--- config.mk ---
export PLATFORM = sky130hd
export DESIGN_NAME = dp_lane_mapper_flat
export DESIGN_NICKNAME = d
export VERILOG_FILES = /design/src/rtl/dp_lane_mapper_if.sv /design/src/rtl/dp_lane_mapper.sv /design/src/flat_wrapper.sv
export SDC_FILE = /design/constraint.sdc
export NUM_CORES = 1
export LEC_CHECK = 0
export ABC_AREA = 1
export CAP_MARGIN = 20
export CORE_MARGIN = 3
export CORE_UTILIZATION = 45
export CTS_CLUSTER_DIAMETER = 50
export DETAILED_ROUTE_END_ITERATION = 7
export SETUP_SLACK_MARGIN = 0.1
export SLEW_MARGIN = 20
export SYNTH_ARGS = -nofsm -noshare
export SYNTH_HDL_FRONTEND = slang
export SYNTH_SLANG_ARGS = --single-unit
--- constraint.sdc ---
create_clock -name pixel_clk -period 3.76 [get_ports pixel_clk]
set_clock_uncertainty 0.05 [all_clocks]
set_input_delay 0.376 -clock pixel_clk [delete_from_list [all_inputs] [get_ports pixel_clk]]
set_output_delay 0.376 -clock pixel_clk [all_outputs]
set_load 0.1 [all_outputs]
--- src/rtl/dp_lane_mapper_if.sv ---
// Pixel-in / symbol-out bus of the DP lane mapper.
// Ports: source side in_valid/in_ready/in_r/in_g/in_b/in_de/in_vsync,
//        lane side out_valid/out_ready/out_sym[31:0]/out_k[3:0].
// master = testbench/source+sink view, slave = mapper view.
interface dp_lane_mapper_if;
  logic        in_valid;
  logic        in_ready;
  logic [11:0] in_r;
  logic [11:0] in_g;
  logic [11:0] in_b;
  logic        in_de;
  logic        in_vsync;
  logic        out_valid;
  logic        out_ready;
  logic [31:0] out_sym;
  logic [3:0]  out_k;

  modport master (
    output in_valid, in_r, in_g, in_b, in_de, in_vsync, out_ready,
    input  in_ready, out_valid, out_sym, out_k
  );

  modport slave (
    input  in_valid, in_r, in_g, in_b, in_de, in_vsync, out_ready,
    output in_ready, out_valid, out_sym, out_k
  );
endinterface

--- src/rtl/dp_lane_mapper.sv ---
// DP main-link lane mapper: buffers pixels and stripes 4-pixel groups over 4 lanes
// as 8-bit symbols + K flags, framing each active line with BE and BS + VB-ID.
// Ports: pixel_clk, rst_n (async, active-low), bus (dp_lane_mapper_if.slave),
//        fifo_level (FIFO occupancy), ovf_sticky (push attempted while full).
// Optional: DP_MAPPER_STATS_EN adds line_pix_cnt[15:0] (de=1 pixels of last line).

// Purpose: small synchronous FIFO holding one pixel entry per slot.
// Latency: a pushed entry is at the head on the next cycle.
// Backpressure: caller must gate push with !full and pop with !empty.
module dp_lane_mapper_fifo #(
  parameter int W = 26,
  parameter int D = 8
) (
  input  logic               pixel_clk,
  input  logic               rst_n,
  input  logic               push,
  input  logic [W-1:0]       push_dat,
  input  logic               pop,
  output logic [W-1:0]       head_dat,
  output logic [$clog2(D):0] level
);
  localparam int AW = $clog2(D);
  localparam int LW = AW + 1;

  logic [W-1:0]  mem [D];
  logic [AW-1:0] wr_ptr;
  logic [AW-1:0] rd_ptr;

  always_ff @(posedge pixel_clk) begin
    if (push) mem[wr_ptr] <= push_dat;
  end

  // Pointers wrap naturally since D is a power of two.
  always_ff @(posedge pixel_clk or negedge rst_n) begin
    if (!rst_n) begin
      wr_ptr <= '0;
      rd_ptr <= '0;
      level  <= '0;
    end else begin
      if (push) wr_ptr <= wr_ptr + AW'(1);
      if (pop)  rd_ptr <= rd_ptr + AW'(1);
      case ({push, pop})
        2'b10:   level <= level + LW'(1);
        2'b01:   level <= level - LW'(1);
        default: level <= level;
      endcase
    end
  end

  assign head_dat = mem[rd_ptr];
endmodule

// Purpose: map buffered pixels onto 4 DP lanes with BE/BS/VB-ID line framing.
// Latency: head pixel with de=1 in blanking -> BE word on the next clock.
// Backpressure: out_ready=0 holds the word and state; in_ready drops when FIFO is full.
module dp_lane_mapper #(
  parameter int         FIFO_DEPTH = 8,
  parameter logic [7:0] IDLE_SYM   = 8'h00
) (
  input  logic                          pixel_clk,
  input  logic                          rst_n,
  dp_lane_mapper_if.slave               bus,
  output logic [$clog2(FIFO_DEPTH):0]   fifo_level,
  output logic                          ovf_sticky
`ifdef DP_MAPPER_STATS_EN
  ,
  output logic [15:0]                   line_pix_cnt
`endif
);
  localparam int LW = $clog2(FIFO_DEPTH) + 1;

  typedef enum logic [2:0] {
    S_BLANK,
    S_BE,
    S_GATHER,
    S_EMIT,
    S_BS,
    S_VBID
  } state_t;

  state_t      state;
  state_t      nxt;
  logic [23:0] grp [4];
  logic [2:0]  grp_cnt;
  logic [1:0]  phase;
  logic        last;
  logic        vblank_flag;

  logic        push;
  logic        pop;
  logic [25:0] head;
  logic        empty;
  logic        vld_w;
  logic [31:0] sym_w;
  logic [3:0]  k_w;
  logic        accept;

  // Only the top 8 bits of each component travel down the link.
  logic [11:0] unused_lsbs;
  assign unused_lsbs = {bus.in_r[3:0], bus.in_g[3:0], bus.in_b[3:0]};

  assign bus.in_ready = (fifo_level != LW'(FIFO_DEPTH));
  assign push         = bus.in_valid && bus.in_ready;
  assign empty        = (fifo_level == '0);

  dp_lane_mapper_fifo #(
    .W (26),
    .D (FIFO_DEPTH)
  ) u_fifo (
    .pixel_clk (pixel_clk),
    .rst_n     (rst_n),
    .push      (push),
    .push_dat  ({bus.in_de, bus.in_vsync, bus.in_r[11:4], bus.in_g[11:4], bus.in_b[11:4]}),
    .pop       (pop),
    .head_dat  (head),
    .level     (fifo_level)
  );

  always_comb begin
    nxt   = state;
    pop   = 1'b0;
    vld_w = 1'b0;
    sym_w = {4{IDLE_SYM}};
    k_w   = 4'h0;
    case (state)
      S_BLANK: begin
        vld_w = 1'b1;
        // Blanking pixels drain without waiting for the sink.
        if (!empty) begin
          if (head[25]) nxt = S_BE;
          else          pop = 1'b1;
        end
      end
      S_BE: begin
        vld_w = 1'b1;
        sym_w = {4{8'hFB}};
        k_w   = 4'hF;
        if (bus.out_ready) nxt = S_GATHER;
      end
      S_GATHER: begin
        if (!empty) begin
          if (head[25]) begin
            pop = 1'b1;
            if (grp_cnt == 3'd3) nxt = S_EMIT;
          end else if (grp_cnt != 3'd0) begin
            nxt = S_EMIT;
          end else begin
            nxt = S_BS;
          end
        end
      end
      S_EMIT: begin
        vld_w = 1'b1;
        for (int i = 0; i < 4; i++) begin
          case (phase)
            2'd0:    sym_w[8*i +: 8] = grp[i][23:16];
            2'd1:    sym_w[8*i +: 8] = grp[i][15:8];
            default: sym_w[8*i +: 8] = grp[i][7:0];
          endcase
        end
        if (bus.out_ready && phase == 2'd2) nxt = last ? S_BS : S_GATHER;
      end
      S_BS: begin
        vld_w = 1'b1;
        sym_w = {4{8'hBC}};
        k_w   = 4'hF;
        if (bus.out_ready) nxt = S_VBID;
      end
      S_VBID: begin
        vld_w = 1'b1;
        sym_w = {4{7'b0, vblank_flag}};
        if (bus.out_ready) nxt = S_BLANK;
      end
      default: nxt = S_BLANK;
    endcase
  end

  assign accept        = vld_w && bus.out_ready;
  assign bus.out_valid = vld_w;
  assign bus.out_sym   = sym_w;
  assign bus.out_k     = k_w;

  always_ff @(posedge pixel_clk or negedge rst_n) begin
    if (!rst_n) begin
      state       <= S_BLANK;
      grp_cnt     <= '0;
      phase       <= '0;
      last        <= 1'b0;
      vblank_flag <= 1'b1;
      for (int i = 0; i < 4; i++) grp[i] <= '0;
    end else begin
      state <= nxt;
      if (state == S_BLANK && pop) vblank_flag <= head[24];
      if (state == S_GATHER && pop) begin
        grp[grp_cnt[1:0]] <= head[23:0];
        grp_cnt           <= grp_cnt + 3'd1;
      end
      // Short final group: blank out the lanes that never got a pixel.
      if (state == S_GATHER && nxt == S_EMIT && !pop) begin
        last <= 1'b1;
        for (int i = 0; i < 4; i++) begin
          if (3'(i) >= grp_cnt) grp[i] <= '0;
        end
      end
      if (state == S_EMIT && accept) begin
        if (phase == 2'd2) begin
          phase   <= '0;
          grp_cnt <= '0;
          last    <= 1'b0;
        end else begin
          phase <= phase + 2'd1;
        end
      end
    end
  end

  always_ff @(posedge pixel_clk or negedge rst_n) begin
    if (!rst_n)                              ovf_sticky <= 1'b0;
    else if (bus.in_valid && !bus.in_ready)  ovf_sticky <= 1'b1;
  end

`ifdef DP_MAPPER_STATS_EN
  logic [15:0] run_cnt;

  // Entering S_BS never coincides with a pop, so run_cnt is final here.
  always_ff @(posedge pixel_clk or negedge rst_n) begin
    if (!rst_n) begin
      run_cnt      <= '0;
      line_pix_cnt <= '0;
    end else if (nxt == S_BS && state != S_BS) begin
      line_pix_cnt <= run_cnt;
      run_cnt      <= '0;
    end else if (state == S_GATHER && pop && run_cnt != 16'hFFFF) begin
      run_cnt <= run_cnt + 16'd1;
    end
  end
`endif
endmodule

--- src/flat_wrapper.sv ---
// flat-port wrapper written by rule: the top's interface ports become plain ports
module dp_lane_mapper_flat 
#(
  parameter int         FIFO_DEPTH = 8,
  parameter logic [7:0] IDLE_SYM   = 8'h00
)
  (pixel_clk, rst_n, fifo_level, ovf_sticky, bus_in_valid, bus_in_r, bus_in_g, bus_in_b, bus_in_de, bus_in_vsync, bus_out_ready, bus_in_ready, bus_out_valid, bus_out_sym, bus_out_k);
  dp_lane_mapper_if bus_i ();
  input  logic pixel_clk;
  input  logic rst_n;
  output logic [$clog2(FIFO_DEPTH):0] fifo_level;
  output logic ovf_sticky;
  input wire logic [$bits(bus_i.in_valid)-1:0] bus_in_valid;
  input wire logic [$bits(bus_i.in_r)-1:0] bus_in_r;
  input wire logic [$bits(bus_i.in_g)-1:0] bus_in_g;
  input wire logic [$bits(bus_i.in_b)-1:0] bus_in_b;
  input wire logic [$bits(bus_i.in_de)-1:0] bus_in_de;
  input wire logic [$bits(bus_i.in_vsync)-1:0] bus_in_vsync;
  input wire logic [$bits(bus_i.out_ready)-1:0] bus_out_ready;
  output wire logic [$bits(bus_i.in_ready)-1:0] bus_in_ready;
  output wire logic [$bits(bus_i.out_valid)-1:0] bus_out_valid;
  output wire logic [$bits(bus_i.out_sym)-1:0] bus_out_sym;
  output wire logic [$bits(bus_i.out_k)-1:0] bus_out_k;
  assign bus_i.in_valid = bus_in_valid;
  assign bus_i.in_r = bus_in_r;
  assign bus_i.in_g = bus_in_g;
  assign bus_i.in_b = bus_in_b;
  assign bus_i.in_de = bus_in_de;
  assign bus_i.in_vsync = bus_in_vsync;
  assign bus_i.out_ready = bus_out_ready;
  assign bus_in_ready = bus_i.in_ready;
  assign bus_out_valid = bus_i.out_valid;
  assign bus_out_sym = bus_i.out_sym;
  assign bus_out_k = bus_i.out_k;
  dp_lane_mapper #(.FIFO_DEPTH(FIFO_DEPTH), .IDLE_SYM(IDLE_SYM)) u_core (.pixel_clk(pixel_clk), .rst_n(rst_n), .bus(bus_i), .fifo_level(fifo_level), .ovf_sticky(ovf_sticky));
endmodule
# ---- Yosys cells after proc, flatten, opt, wreduce, memory -nomap -nowiden
# Memories as Yosys holds them, arrays and structs flattened.
# Cells that the tools add are included.
dict set report op_classes {
  n_bitwise 1
  n_reduce_logical 19
  n_addsub 6
  order_cmp 6
  eq_ne 12
  mux 43
}
# cell count
set ops {}
lappend ops {{$mux 96} 2}
lappend ops {{$pmux 32 s4} 1}
lappend ops {{$mux 24} 5}
lappend ops {{$bwmux 96} 1}
lappend ops {{$pmux 8 s2} 4}
lappend ops {{$demux 24 s2} 1}
lappend ops {{$mux 3} 14}
lappend ops {{$pmux 3 s6} 1}
lappend ops {{$eq 3x2->1 const B} 4}
lappend ops {{$logic_and 1x1->1} 10}
lappend ops {{$mux 1} 10}
lappend ops {{$add 3x1->3 const B} 3}
lappend ops {{$pmux 4 s2} 1}
lappend ops {{$eq 3x3->1 const B} 2}
lappend ops {{$ge 1x3->1 const A} 2}
lappend ops {{$ge 2x3->1 const A} 2}
lappend ops {{$reduce_or 5->1} 1}
lappend ops {{$add 4x1->4 const B} 1}
lappend ops {{$eq 2x1->1 const B} 2}
lappend ops {{$eq 2x2->1 const B} 2}
lappend ops {{$logic_not 4->1} 1}
lappend ops {{$mux 4} 1}
lappend ops {{$ne 4x4->1 const B} 1}
lappend ops {{$sub 4x1->4 const B} 1}
lappend ops {{other kinds (13)} 14}
dict set report word_totals {
  n_memories 1
  register_bits 117
  ramBits 208
  input_bits 42
}
# name words width read_ports rd_clocked_by_memory_dff wr line
set memory_table {}
lappend memory_table {u_core.u_fifo.mem 8 26 1 0 1 dp_lane_mapper.sv:25} ;# logic [W-1:0] mem [D];

# ---- Logic depth before layout (Yosys ltp)
dict set report logic_depth {
  ltp_word 11
  ltp_mapped 18
  mapped_depth_nobuf 18
}

# ---- By module
# From an unflattened synthesis, not the netlist that was laid out.
dict set report unflattened {
  hier_cells 2027
  hier_area_um2 16692.3
}
# mod area_per_inst_um2 cells_per_inst seq_area_each_um2 n_inst
set by_module_without_submodules {}
lappend by_module_without_submodules {dp_lane_mapper_fifo 8577.0 659 6496.2 1}
lappend by_module_without_submodules {dp_lane_mapper 8115.3 1368 2678.8 1}

# ---- Worst setup path after synthesis
# No wires, ideal clock.
dict set report synth_path {
  path_type {reg2reg}
  start {reg u_core.u_fifo.level[1]}
  end {mem u_core.u_fifo.mem[0][0], enable pin}
  period_less_slack_ps 4204
  stages_incl_launch_ff 8
  path_slack_ps -444
  arrival_ps 3746
  path_cell_list {dfrtp_1 > inv_1 > nand2_1 > inv_1 > nand3_1 > nand2_1 > or2_2 > nor2_1}
}
dict set report synth_between {
  elab_chain_len 4
}
# item line
set synth_rtl {}
lappend synth_rtl {{start: declaration} dp_lane_mapper.sv:20} ;# output logic [$clog2(D):0] level
lappend synth_rtl {{start signal: assignment} dp_lane_mapper.sv:43} ;# 2'b10: level <= level + LW'(1);
lappend synth_rtl {{start signal: assignment} dp_lane_mapper.sv:44} ;# 2'b01: level <= level - LW'(1);
lappend synth_rtl {{start signal: assignment} dp_lane_mapper.sv:45} ;# default: level <= level;
lappend synth_rtl {{$ne 4x4->1} dp_lane_mapper.sv:102} ;# assign bus.in_ready = (fifo_level != LW'(FIFO_DEPTH));
lappend synth_rtl {{named net bus_in_ready} flat_wrapper.sv:20} ;# output wire logic [$bits(bus_i.in_ready)-1:0] bus_in_ready;
lappend synth_rtl {{$logic_and 1x1->1} dp_lane_mapper.sv:103} ;# assign push = bus.in_valid && bus.in_ready;
lappend synth_rtl {{$mux 1} dp_lane_mapper.sv:30} ;# if (push) mem[wr_ptr] <= push_dat;
lappend synth_rtl {{$mux 1 (not written as such)} dp_lane_mapper.sv:30}
lappend synth_rtl {{end: declaration} dp_lane_mapper.sv:25}
# The timed path passes the listed nets, and every way through them passes these cells.

# ---- Worst setup path in the final report
dict set report layout_path {
  start {reg u_core.state[2]}
  end {out bus_out_sym[3]}
}
dict set report layout_between {
  elab_chain_len 2
}
# item line
set layout_rtl {}
lappend layout_rtl {{start: declaration} dp_lane_mapper.sv:81} ;# state_t state;
lappend layout_rtl {{start signal: assignment} dp_lane_mapper.sv:192} ;# state <= nxt;
lappend layout_rtl {{$eq 3x3->1 (tied with other cells)} dp_lane_mapper.sv:125} ;# case (state)
lappend layout_rtl {{$pmux 32 s4 (*)} dp_lane_mapper.sv:125}
lappend layout_rtl {{end: declaration} flat_wrapper.sv:22} ;# output wire logic [$bits(bus_i.out_sym)-1:0] bus_out_sym;
# Every way passes the cells marked *; elsewhere a longest branch is shown, timed or not.

==> results.toml <==
[status]
status = "complete, no violations"

[floorplanning]
initial_utilization_pct = 45.73
die_area_um2 = 39560
die_h_um = 198.9
io_pins = 85
core_um2 = 36610
die_x_um = 198.9
num_rows = 70

[layout]
layout_commonest_cell = "nand2_1"
syn2layout_area_growth_pct = 15.44
num-nets-final = 2266
most-common-layout-cells = "nand2_1 (1016), inv_1 (400), edfxtp_1 (208)"
fill_cells = 3423
drive_above_1_share_pct = 7.706

[clock_network]
cts_hold_buf = 1
cts.root.buffer_cell = "clkbuf_16"
postCtsSetupBuffers = 0
cts-buffers-inserted = 42
clkLatencyLatePin_ns = 0.55
clock-sinks = 325
htree_levels = 2
ctsLongestPathBuffers = 3
cts_tree = "done"
post_cts_resize_count = 0
clkTransAtPathRegs_ns = 0.05

[route]
dr.pass1.iters = 5
routedWlPerCell_um = 16.66
vias = 13360
detail-route-antenna-nets = 0
drt_iter0_drc = 957
remaining_drc_errors = 0
routed_via_density = 4.923
drt_wl_total_um = 45210

[global_route]
grt_use_total_pct = 23.09
grt.met1_usage_pct = 30.67
grt_max_degree = 91
use_met3_pct = 3.828
grt_util_met2_pct = 38.22
grt_busiest_layer = "met2"
grt_pass1_wl_um = 70510
grt_pass1_vias = 12778
antenna_found_initial = 3
overflow = 0

[sta]
rsz0062_at_grt = "no"
final_hold_viol_count = 0
fin_crit_sh_pct = 90.52
worstMarginPinSlew_ns = 1.014
fin_setup_tns_ns = 0
finalSetupViolations = 0
max-slew-margin-rel_pct = 32.40
slew_violations = 0
layout_min_cycle_time_ns = 3.403
clock.fmax_mhz = 293.8

[setup_path]
path_max_fanout = 9
arrival_ns = 2.98
crit_required_ns = 3.33
startpoint = "u_core.state[2]"
cp-end-kind = "primary output"
criticalPathCategory = "reg -> out"
r2r_start = "u_core.u_fifo.rd_ptr[0]"
setup.worst_path.start_class = "flip-flop"

[placed_design]
dpl.hpwl_um = 26490
place_congestion = 0.8058
io_buffers = 72

[synthesis]
yosysTopAreaCell = "edfxtp_1"
ys_types = 35
ys_ff_latch = 325
synth.net_count = 2217
synthFlopType = "edfxtp_1"
synth_warnings = 0
yosys.area.top_type_share_pct = 37.30
async_flop_share_pct = 36.00
synthCells = 2165
seq_area_frac_synth_pct = 54.80
synth_edf_count = 208
syn_area_um2 = 16740
ys_top_cells_by_area = "edfxtp_1 (37%), nand2_1 (23%), dfrtp_1 (17%)"
syn_avg_cell_area_um2 = 7.734

[worst_hold_path]
min_path_type = "in -> async"

[flow_run]
max_cap_violations = 0
[registers in the layout, indices dropped and copies added (netlist names)]
| register | cells |
|---|---|
| u_core.grp | 96 |
| u_core.grp_cnt | 3 |
| u_core.last | 1 |
| u_core.ovf_sticky | 1 |
| u_core.phase | 2 |
| u_core.state | 3 |
| u_core.u_fifo.level | 4 |
| u_core.u_fifo.mem | 208 |
| u_core.u_fifo.rd_ptr | 3 |
| u_core.u_fifo.wr_ptr | 3 |
| u_core.vblank_flag | 1 |
[critical path, cell delays in order, from the launching register on]
cell     delay [ns]
dfrtp_1        0.46
inv_1          0.11
nor3_1         0.28
inv_1          0.29
nand2_1        0.26
inv_1          0.22
buf_4          0.25
o21ai_1        0.18
buf_4          0.35
[cells by family after synthesis]
logic type,Yosys count,share of synthesized area [%]
compound gates,124,4.050
xor+xnor,5,0.2616
fa+ha+maj,10,0.7921
buf+inv,515,12.04
flops,325,54.80
simple gates,1186,28.06
[per-layer routing]
metal | wire (µm) | vias up | part of all wire, %
li1 | - | 6651 | -
met1 | 19720 | 6219 | 44
met2 | 20910 | 382 | 46
met3 | 2817 | 104 | 6.2
met4 | 1724 | 4 | 3.8
met5 | 31 | - | 0.069
[per-stage QoR]
stage          hold WS, ns  area, µm²  util, %  worst slack (ns)  std cells
5_1_grt             0.3270      19330    52.80            0.1847       2714
6_report            0.2947      19330    52.80            0.3565       2714
4_1_cts             0.2834      19330    52.79            0.3509       2713
3_3_place_gp        0.3265      17990    49.14            0.5499       2637
3_5_place_dp        0.3315      17990    49.14            0.5298       2637
2_1_floorplan      0.03041      16770        -            0.2394       2165
[Yosys cell counts, drive strengths merged (2+ instances only)]
master  number
xor2         3
inv        413
xnor2        2
o21ai       82
nand4        3
o22ai       34
clkbuf      39
nor3         5
buf         63
a21oi        3
edfxtp     208
dfrtp      116
nor2        42
nand2     1019
nand3      115
ha           9
[area by class of cell]
cell class              instances  area (µm²)  area share [%]
flip-flops and latches        325        9180           47.49
multi-input cells            1325        5593           28.94
inverters                     413        1550           8.020
clock buffers                  53        1092           5.651
repair buffers                107        1091           5.645
well taps                     468       585.6           3.030
clock inverters                22       234.0           1.211
diodes                          1       2.502         0.01295
[worst paths after layout]
check                                    endpoint  slack, ns  cells past startpoint
min                                u_core.grp[12]       0.29                      2
max                                bus_out_sym[3]       0.36                      8
max reg2reg                u_core.u_fifo.level[3]       0.55                     17
min reg2reg                     u_core.ovf_sticky       0.42                      1
max in group asynchronous      u_core.vblank_flag       2.46                      3
min in group pixel_clk          u_core.ovf_sticky       0.36                      3
Power is left out: the tool's default activity adds up to more than one toggle a clock period on the data nets, which glitch-free logic cannot reach.
==> edit 1 (config.mk and constraints unchanged) <==
`FIFO_DEPTH` is set to 8 in 2 places; all go to 16.
--- a/src/rtl/dp_lane_mapper.sv
+++ b/src/rtl/dp_lane_mapper.sv
@@ -55,5 +55,5 @@
 // Backpressure: out_ready=0 holds the word and state; in_ready drops when FIFO is full.
 module dp_lane_mapper #(
-  parameter int         FIFO_DEPTH = 8,
+  parameter int         FIFO_DEPTH = 16,
   parameter logic [7:0] IDLE_SYM   = 8'h00
 ) (
--- a/src/flat_wrapper.sv
+++ b/src/flat_wrapper.sv
@@ -2,5 +2,5 @@
 module dp_lane_mapper_flat 
 #(
-  parameter int         FIFO_DEPTH = 8,
+  parameter int         FIFO_DEPTH = 16,
   parameter logic [7:0] IDLE_SYM   = 8'h00
 )
Interface: changed (resized fifo_level); port bits go from 85 to 86. No check against the original RTL was run, so the function may have changed too.
==> edit 1 against the original RTL <==
Setup slack better by 27 ps; area after synthesis is 36% higher; final area is 38% higher; wire length is 34% higher; first-iteration DRC count is 51% higher; utilization is 0.93 points higher; hold slack worse by 23 ps; sequential cell count is 211 higher; non-clock buffer count is 14 higher; critical path depth stayed put; critical endpoint is now bus_out_sym[24]; largest cell class unchanged.
==> edit 1: results (changes against the original RTL) <==
Yosys
  • Net count after synthesis: 2205 (-0.54%)
  • Library cells used by synthesis: 35 (unchanged)
  • Largest cells by area after synthesis: edfxtp_1, dfrtp_1, nand2_1, o21ai_0, nor2_1
  • Syn Inst Count: 2149 (-0.74%)
  • Async set-reset flop share out of synthesis: 22.4% (-14 points)
  • Post-synth top cells: nand2_1, edfxtp_1, o21ai_0
  • Post-synthesis sequential area ratio: 67.9% (+13 points)
  • Post-synth EDFFs: 416 (+100%)

Clock tree
  • CTS Buf Count: 61 (+45%)
  • Clock Tree Root: clkbuf_16
  • # Post-CTS Setup Buffers: 0 (unchanged)
  • Clock latency on the worst-skew pair: 640 ps (+90 ps)

Place
  • Post-DP Area: 24700 µm² (+37%)
  • Placed cells: 2806 (+6.4%)
  • HPWL after detailed placement: 33.5 mm (+27%)
  • Buffers on Ports: 73 (+1.4%)
  • Setup WS pre-CTS: 572 ps (+42.4 ps)
  • Routability Congestion: 0.776 (-3.7%)

Global routing
  • Largest net degree at the start of global routing: 139 (+53%)
  • Met3 Use GR: 3.39% (-0.44 points)
  • GR Util All Layers: 22.5% (-0.59 points)
  • First-pass GRT wire length: 91.3 mm (+29%)
  • Met1 usage: 29.9% (-0.77 points)
  • Met2 usage: 38.1% (-0.16 points)
  • Vias in the first global route: 15300 (+19%)
  • Initial antenna violation count: 1 (-2)

STA
  • Max-Slew Margin vs Limit: 34.1% (+1.7 points)
  • Final hold slack: 272 ps (-22.5 ps)

Route
  • Wire length on met2: 29.5 mm (+41%)
  • First-pass detailed-route iteration total: 5 (unchanged)
  • Met1 WL: 25.4 mm (+29%)
  • 1st-iter DRT viols: 1443 (+51%)
  • Via/cell ratio: 5.44 (+11%)
  • DR top layer: met4
  • Routed wl met3: 4.07 mm (+44%)
  • Post-Route WL: 60.5 mm (+34%)
  • Vias: 15900 (+19%)

Layout
  • Largest registers: u_core.u_fifo.mem: 416 flops, u_core.grp: 96 flops, u_core.u_fifo.level: 5 flops
  • Layout cell share with drive strength beyond 1: 10.1% (+2.4 points)
  • # nets final: 2262 (-0.18%)
  • Fill cells: 4300 (+26%)

Outcome
  • Status: finished, final reports clean

Critical path
  • Worst-path fanout max: 31 (+22)
  • RR Endpoint: u_core.grp[47]
  • R2R cell count: 12 (-5)
  • Worst EP arrival: 2950 ps (-30 ps)

Power
  • Logic pwr share: 47.4%
  • Internal power: 13800 µW
  • Power, Total: 25600 µW

Min path
  • Hold WC Path Type: in -> async
edit 1: cell types whose count changed in the layout (fill, tap and decap cells not counted), sizes merged, moves of 13 or more:
cell    unedited run  this run
a21oi              3        83
buf               72        85
clkbuf            53        77
clkinv            13        27
edfxtp           208       416
inv              415       156
nand2           1019       583
nand3            115        67
nor2              42       151
o21ai             82       318
o22ai             34        78
edit 1: cell type report:
class / count / area (µm²) / area share [%]
Sequential cell: 536 / 15500 / 58.2
Tap cell: 664 / 831 / 3.12
Multi-Input combinational cell: 1333 / 6300 / 23.7
Inverter: 153 / 582 / 2.19
Timing Repair Buffer: 121 / 1460 / 5.49
Antenna cell: 1 / 2.50 / 0.00940
Clock buffer: 77 / 1630 / 6.11
Clock inverter: 39 / 322 / 1.21
edit 1: worst max-delay path: stages (launching register included):
cell     delay, ps
dfrtp_1        360
inv_1          100
nor2_2         340
inv_1          130
nor2_1         110
buf_4          350
o21ai_0        150
o21ai_1        510
buf_12         250
edit 1: cells by family after synthesis:
group / share of synthesized area, %
AND/OR/NAND/NOR: 14.2
adder cells (fa/ha/maj): 0.800
XOR/XNOR: 0.345
buffers and inverters: 5.10
AO/OA/AOI/OAI: 11.6
flip-flops: 67.9
edit 1: worst max path at each step:
stage | startpoint | slack [ps] | end
global placement | u_core.u_fifo.rd_ptr[0] | 620 | u_core.grp[23]
global route | u_core.state[0] | 270 | bus_out_sym[24]
detailed placement | u_core.u_fifo.rd_ptr[0] | 570 | u_core.grp[47]
CTS | u_core.state[0] | 140 | bus_out_sym[24]
floorplan | u_core.u_fifo.level[0] | -300 | u_core.u_fifo.mem[0][0]
finish | u_core.state[0] | 380 | bus_out_sym[24]
edit 1: timing repair:
item / CTS / global route
endpoints found under the hold margin: 41 / 0
hold buffers: 1 / 0
endpoints found under the setup margin: 0 / 1
resized for setup: 0 / 1
==> edit 2 (config.mk and constraints unchanged) <==
Made on the original files. Register the output `fifo_level`, cleared by the reset; this adds one clock of latency there. The other outputs are not delayed to match.
--- a/src/rtl/dp_lane_mapper.sv
+++ b/src/rtl/dp_lane_mapper.sv
@@ -79,4 +79,6 @@
   } state_t;
 
+  logic [$clog2(FIFO_DEPTH):0] fifo_level_d;
+
   state_t      state;
   state_t      nxt;
@@ -100,7 +102,7 @@
   assign unused_lsbs = {bus.in_r[3:0], bus.in_g[3:0], bus.in_b[3:0]};
 
-  assign bus.in_ready = (fifo_level != LW'(FIFO_DEPTH));
+  assign bus.in_ready = (fifo_level_d != LW'(FIFO_DEPTH));
   assign push         = bus.in_valid && bus.in_ready;
-  assign empty        = (fifo_level == '0);
+  assign empty        = (fifo_level_d == '0);
 
   dp_lane_mapper_fifo #(
@@ -114,5 +116,5 @@
     .pop       (pop),
     .head_dat  (head),
-    .level     (fifo_level)
+    .level     (fifo_level_d)
   );
 
@@ -236,4 +238,12 @@
   end
 `endif
+  always_ff @(posedge pixel_clk or negedge rst_n) begin
+    if (!rst_n) begin
+      fifo_level <= '0;
+    end else begin
+      fifo_level <= fifo_level_d;
+    end
+  end
+
 endmodule
 
Check against the original RTL: not equivalent (a bounded check fails within 4 cycles, from zero or initial values and one cycle with rst_n low).
==> edit 2 against the original RTL <==
Final area grew 2.7%; first-iteration DRC count up 17%; setup slack gained 87 ps; wire length grew 0.13%; sequential cell count rose by 4; area after synthesis rose by 0.60%; cell count up 0.33%.
Power is not shown: default switching activity piles up to over one toggle a cycle in this logic, so the estimate is an artifact.
==> edit 2: results (changes against the original RTL) <==
Outcome
  • Status: finished, final reports clean

STA
  • Max-Slew Margin vs Limit: 30.7% (-1.7 points)
  • Fmax: 302 MHz (+2.6%)

Layout
  • Non-filler cells in the finished layout: 2723 (+0.33%)
  • Layout cell share with drive strength beyond 1: 7.94% (+0.23 points)
  • Ant diodes: 0 (-1)
  • Layout area overhead: 17.9%
  • Fill cells: 3392 (-0.91%)
  • Largest registers: u_core.u_fifo.mem: 208 flops, u_core.grp: 96 flops

Yosys
  • Xor/xnor share of the synthesized area: 0.260% (-0.0016 points)
  • Post-Synth Adder-Cell Area: 0.787% (-0.0047 points)
  • Async set-reset flop share out of synthesis: 36.8% (+0.78 points)
  • Post-synthesis sequential area ratio: 55.1% (+0.27 points)
  • Syn Inst Count: 2169 (+0.18%)

Route
  • 1st-iter DRT viols: 1123 (+17%)
  • Via/cell ratio: 4.93 (+0.12%)
  • Post-Route WL: 45.3 mm (+0.13%)

Place
  • Post-DP Area: 18300 µm² (+1.9%)
  • Placed cells: 2642 (+0.19%)
  • HPWL after detailed placement: 26.5 mm (about the same)
  • Setup WS pre-CTS: 634 ps (+104 ps)
  • Routability Congestion: 0.848 (+5.3%)

Global routing
  • First-pass GRT wire length: 71.5 mm (+1.4%)
  • Largest net degree at the start of global routing: 100 (+9.9%)
  • GR Util All Layers: 23.5% (+0.37 points)

Critical path
  • Slack of the worst reg-to-reg path: 640 ps (+90 ps)
  • Critical Path End: bus_out_sym[7]

Min path
  • Hold WC Path Type: in -> reg

Clock tree
  • CTS Buf Count: 43 (+2.4%)
edit 2: final cells by class:
cell class                 instances  area (µm²)  share of cell area, %
clock buffer                      58        1170                   5.91
clock inverter                    22         338                   1.70
inverter                         413        1550                   7.81
multi-input combinational       1325        5590                   28.1
sequential                       329        9280                   46.7
tap                              468         586                   2.95
timing repair buffer             108        1340                   6.74
edit 2: worst reg2reg max path, stage by stage (launching register included):
cell and delay, ps:
dfrtp_4 500, inv_2 230, nand2_1 90, nand3_1 90, nand3_2 190, nand3_2 170
nand2_1 70, nand2_2 180, inv_1 150, ha_1 250, ha_1 330, nand2_1 70
nor2_1 40, a211oi_1 240, nor2_1 70, nor2_1 80, nand2_1 70, xnor2_1 120
edit 2: per-layer routing:
metal | up-vias | GRT usage (%) | wire, µm
met5 | - | 0 | 0
met4 | 0 | 7.24 | 1150
met3 | 68 | 4.13 | 2860
met2 | 372 | 39.8 | 21700
met1 | 6314 | 31.0 | 19600
li1 | 6667 | - | -
